**src/rtl/act_pingpong_buffer.sv**
```systemverilog
// Double-buffered activation store: the producer fills one bank while the consumer reads the other.
// Optional macro ACT_RELU_EN rectifies write data (negative -> 0) before it is stored.
module act_pingpong_buffer #(
  parameter int DATA_W = 32,
  parameter int DEPTH  = 64,
  parameter int ADDR_W = 16
) (
  input  logic                     clk,
  input  logic                     reset,
  input  logic                     wr_en,
  input  logic [ADDR_W-1:0]        wr_addr,
  input  logic signed [DATA_W-1:0] wr_data,
  input  logic                     wr_commit,
  output logic                     wr_ready,
  input  logic                     rd_en,
  input  logic [ADDR_W-1:0]        rd_addr,
  output logic signed [DATA_W-1:0] rd_data,
  output logic                     rd_valid,
  output logic                     rd_avail,
  input  logic                     rd_release,
  output logic [1:0]               banks_full,
  output logic                     err_oob
);

  localparam int              IDX_W    = (DEPTH > 1) ? $clog2(DEPTH) : 1;
  localparam logic [ADDR_W:0] LP_DEPTH = (ADDR_W + 1)'(DEPTH);

  logic [1:0]               r_full;
  logic                     r_w_sel;
  logic                     r_r_sel;
  logic signed [DATA_W-1:0] r_rd_data;
  logic                     r_rd_valid;
  logic                     r_err_oob;
  logic signed [DATA_W-1:0] r_mem [2][DEPTH];

  logic                     w_wr_in_range;
  logic                     w_rd_in_range;
  logic [IDX_W-1:0]         w_wr_idx;
  logic [IDX_W-1:0]         w_rd_idx;
  logic                     w_wr_do;
  logic                     w_commit_do;
  logic                     w_rd_do;
  logic                     w_release_do;
  logic [1:0]               w_full_nxt;
  logic signed [DATA_W-1:0] w_wr_store;

  assign wr_ready   = !r_full[r_w_sel];
  assign rd_avail   = r_full[r_r_sel];
  assign banks_full = {1'b0, r_full[0]} + {1'b0, r_full[1]};
  assign rd_data    = r_rd_data;
  assign rd_valid   = r_rd_valid;
  assign err_oob    = r_err_oob;

  assign w_wr_in_range = ({1'b0, wr_addr} < LP_DEPTH);
  assign w_rd_in_range = ({1'b0, rd_addr} < LP_DEPTH);
  assign w_wr_idx      = wr_addr[IDX_W-1:0];
  assign w_rd_idx      = rd_addr[IDX_W-1:0];
  assign w_wr_do       = wr_en && wr_ready && w_wr_in_range;
  assign w_commit_do   = wr_commit && wr_ready;
  assign w_rd_do       = rd_en && rd_avail;
  assign w_release_do  = rd_release && rd_avail;

`ifdef ACT_RELU_EN
  assign w_wr_store = wr_data[DATA_W-1] ? '0 : wr_data;
`else
  assign w_wr_store = wr_data;
`endif

  // Commit and release can never hit the same bank: commit needs it empty, release needs it full.
  always_comb begin
    // NOTE: every always_comb output gets a default first so no latch is inferred.
    w_full_nxt = r_full;
    if (w_commit_do)  w_full_nxt[r_w_sel] = 1'b1;
    if (w_release_do) w_full_nxt[r_r_sel] = 1'b0;
  end

  always_ff @(posedge clk) begin
    if (reset) begin
      r_full     <= '0;
      r_w_sel    <= 1'b0;
      r_r_sel    <= 1'b0;
      r_rd_data  <= '0;
      r_rd_valid <= 1'b0;
      r_err_oob  <= 1'b0;
    end else begin
      r_full     <= w_full_nxt;
      r_rd_valid <= w_rd_do;
      if (w_commit_do)  r_w_sel <= !r_w_sel;
      if (w_release_do) r_r_sel <= !r_r_sel;
      if (w_rd_do) r_rd_data <= w_rd_in_range ? r_mem[r_r_sel][w_rd_idx] : '0;
      if ((w_rd_do && !w_rd_in_range) || (wr_en && !w_wr_in_range)) r_err_oob <= 1'b1;
    end
  end

  // NOTE: the storage array is deliberately not reset; a cleared RAM costs a reset fan-out for nothing.
  always_ff @(posedge clk) begin
    if (w_wr_do) r_mem[r_w_sel][w_wr_idx] <= w_wr_store;
  end

endmodule

```
**config.mk**
```make
export PLATFORM = sky130hd
export DESIGN_NAME = act_pingpong_buffer
export DESIGN_NICKNAME = d
export VERILOG_FILES = /design/src/rtl/act_pingpong_buffer.sv
export SDC_FILE = /design/constraint.sdc
export NUM_CORES = 2
export LEC_CHECK = 0
export CORE_MARGIN = 5
export CORE_UTILIZATION = 51
export DETAILED_ROUTE_END_ITERATION = 8
export PLACE_DENSITY_LB_ADDON = 0.12
export SLEW_MARGIN = 20
export SYNTH_ARGS = -nofsm -noshare
export SYNTH_HDL_FRONTEND = slang
export SYNTH_SLANG_ARGS = --single-unit
```
**constraint.sdc**
```tcl
create_clock -name clk -period 4.5 [get_ports clk]
set_clock_uncertainty 0.15 [all_clocks]
set_input_delay 1.125 -clock clk [delete_from_list [all_inputs] [get_ports clk]]
set_output_delay 1.125 -clock clk [all_outputs]
set_load 0.03 [all_outputs]
```
==> flow_summary.ini <==
[run_status]
status = complete, no violations

[final_layout]
fin_nets = 7793
final_area_sq_um = 184400
layout-drive-gt1-share_pct = 29.37
syn_to_final_growth_pct = 16.47

[detailed_routing]
vias_per_cell = 6.415
ant_nets = 0
routedWlPerCell_um = 36.28
drt-initial-drc-count = 10350
drc_errors = 0
drt_wl_total_um = 442600
vias = 78260
drt_pass1_iterations = 7

[place]
dp_hpwl_um = 266600
portBuffers = 107
gp_congestion = 0.9230
placed_area_sq_um = 171000
pre_cts_slack_ns = -0.2141

[worst_setup_path]
worstPathArrival_ns = 5.06
cp-start-kind = register
cp_data_required_time_ns = 5.19
cp_slowest_stage_delay_ns = 1.01
rr_endpoint = rd_data[8]
worst_setup_path_end_kind = register
critPathTopFamily = buffers and inverters
critical_path_buf_inv_count = 4
crit_chain = buf_12 > buf_12 > buf_12 > buf_4 > mux2i_1 > o221ai_1 > a21oi_1 > nor3_1 > a21oi_1 > a221oi_1
crit_fanout = 27
slowest_stage = nor3_1
ff2ff_path_depth = 10
cp.depth = 10
crit_top_cell = buf_12
path_class = register to register
r2r_slack_ns = 0.12

[synth]
yosys-top-cells-count = edfxtp_1, mux4_2, mux2i_1
synthArstFlopShare_pct = 0
ys_types = 47
postSynthAreaPerCell_sq_um = 22.53
synth_cells = 7026
yosysMostFrequentCell = edfxtp_1
synth-main-ff-cell = edfxtp_1
synth.top_cell.area_share_pct = 77.69
synth_edf_count = 4096
ys_ff_latch = 4135
synth_largest_area_cell = edfxtp_1
seq_area_frac_synth_pct = 78.18
synth_area_sq_um = 158300
synth.area.top_cells = edfxtp_1, mux4_2, mux2i_1
synth_nets = 7097
yosys_warnings = 0

[global_routing]
grt_overflow_total = 0
grt_max_degree = 129
grt_pass1_wl_um = 616700
grt_pass1_vias = 77740
grt_util_all_layers_pct = 27.24
antenna_found_initial = 32

[timing]
worst_slew_pin_slew_ns = 1.269
relSlewSlack_pct = 14.74
worst_slack_ns = 0.1233
post-route-period-util_pct = 97.26
max_freq_mhz = 228.5
timing.hold.ws_ns = 0.3405
grt_setup_unrepaired = false
setup_viol = 0
fin_crit_ns = 4.377
drv_slew = 0
hold_violations = 0

[cts]
root_buffer = clkbuf_16
htreeDepth = 5
cts_tree = built
clockBufferDepth = 4
clk_pin_slew_ns = 0.07
post_cts_buffers = 0
worstSkewPairLatency_ns = 0.95
ctsResizeCount = 0
numCtsBuffers = 416
clock-sinks = 4135
hold_buffers = 0

[min_path]
min_delay_path_depth = 2
hold_class = register to register
worstHoldEndpoint = err_oob
min_from = err_oob

[floorplanning]
pin_count = 108
fp.dieH_um = 567.2
die_w_um = 567.2
core_area_sq_um = 309100
dieArea_sq_um = 321700
initial_core_util_pct = 51.22
rows = 204

[power]
switching_share_pct = 21.40
intPower_mw = 63.31
worst_ir_drop_vdd_mv = 0.3749
powerDensity_nw_per_um2 = 436.8
power_frac_clock_pct = 42.0
combinationalPowerShare_pct = 5.4
switching_power_mw = 17.24
leakagePower_nw = 56.64
power_frac_seq_pct = 52.6

[flow_run]
max-cap-violations = 0
==> cells in the final DEF (no fill, tap or decap), types with 7 or more instances in the layout <==
master           Yosys  routed
clkbuf_1           172      89
a21oi_1            105     104
o211ai_1            26      26
diode_2              0      15
buf_4               42     334
nor2b_1             40      35
buf_12               0     260
nand3_1             10       7
clkinv_1             1     119
mux2_2              58      58
mux2i_1            344     344
edfxtp_1          4096    4096
and2_1              27      28
inv_16               0       8
o221ai_1            88      88
a211oi_1            23      23
nor3_1              72      64
clkdlybuf4s50_1      0      69
nor2_1             217      86
a22oi_1             33      33
o22ai_1             78      78
clkbuf_16            0     418
o21ai_0             57      57
clkinv_2             0      64
bufinv_16            0      39
mux4_2             963     963
a31oi_1             65      65
a22o_1              67      67
nand2_2              1       7
nor4_2               5      16
clkinv_16            0       7
nor3_2               0       8
nor2_4               1     129
a221oi_1            47      47
dfxtp_1             39      38
nand2_1            118     112
==> state kept, by name, summed over array words and instances (netlist names), named ones only <==
signal    count
rd_data      32
r_r_sel       1
err_oob       1
r_mem      4096
r_w_sel       1
rd_valid      1
r_full        2
==> area by class of cell <==
type | instances | area [sq um]
clock inverters | 252 | 2470
flip-flops and latches | 4135 | 123800
clock buffers | 509 | 10820
fillers | 21760 | 124700
repair buffers | 675 | 8553
inverters | 5 | 26.28
multi-input cells | 2489 | 33560
well taps | 4120 | 5155
diodes | 15 | 37.54
==> worst min-delay path: stages, from the launching register on <==
cell and delay, ns:
dfxtp_1 0.33, a211oi_1 0.05, nor2_1 0.08
==> power by group through the flow <==
stage,clock [mW],sequential (mW),combinational (mW)
2_1_floorplan,0,43.1,2.18
3_5_place_dp,0,43.2,4.37
6_report,33.8,42.3,4.37
4_1_cts,34.4,42.3,4.38
5_1_grt,36.0,42.3,4.56
3_3_place_gp,0,43.2,4.31
==> per-stage QoR <==
step / setup TNS [ns] / std cells / utilization, % / total power [mW]
finish: 0 / 12200 / 59.66 / 80.54
global route: 0 / 12190 / 59.65 / 82.84
CTS: 0 / 12180 / 59.63 / 81.09
detailed placement: -1.510 / 11420 / 55.33 / 47.52
global placement: -10.66 / 11420 / 55.28 / 47.46
floorplan: 0 / 7026 / - / 45.33
==> kinds of logic after synthesis <==
| group | share of synthesized area (%) |
|---|---|
| fa+ha+maj | 0.007902 |
| compound gates | 2.684 |
| simple gates | 1.494 |
| mux | 16.29 |
| flops | 78.18 |
| buf+inv | 1.347 |
==> per-layer routing <==
layer  global-route usage (%)  up-vias  share of wire [%]
met2                    42.37     3761                 47
met4                    10.38        0                4.4
met1                    38.95    42330                 40
met5                        0        -                  0
met3                    5.119      729                8.7
li1                         -    31440                  -
==> worst max path at each step <==
stage | to
final | rd_data[8]
after global placement | rd_data[6]
after floorplan | r_mem[1][0]
after detailed placement | rd_data[7]
after global routing | rd_data[14]
after CTS | rd_data[8]
No activity file was read; power rests on OpenSTA's default activity.
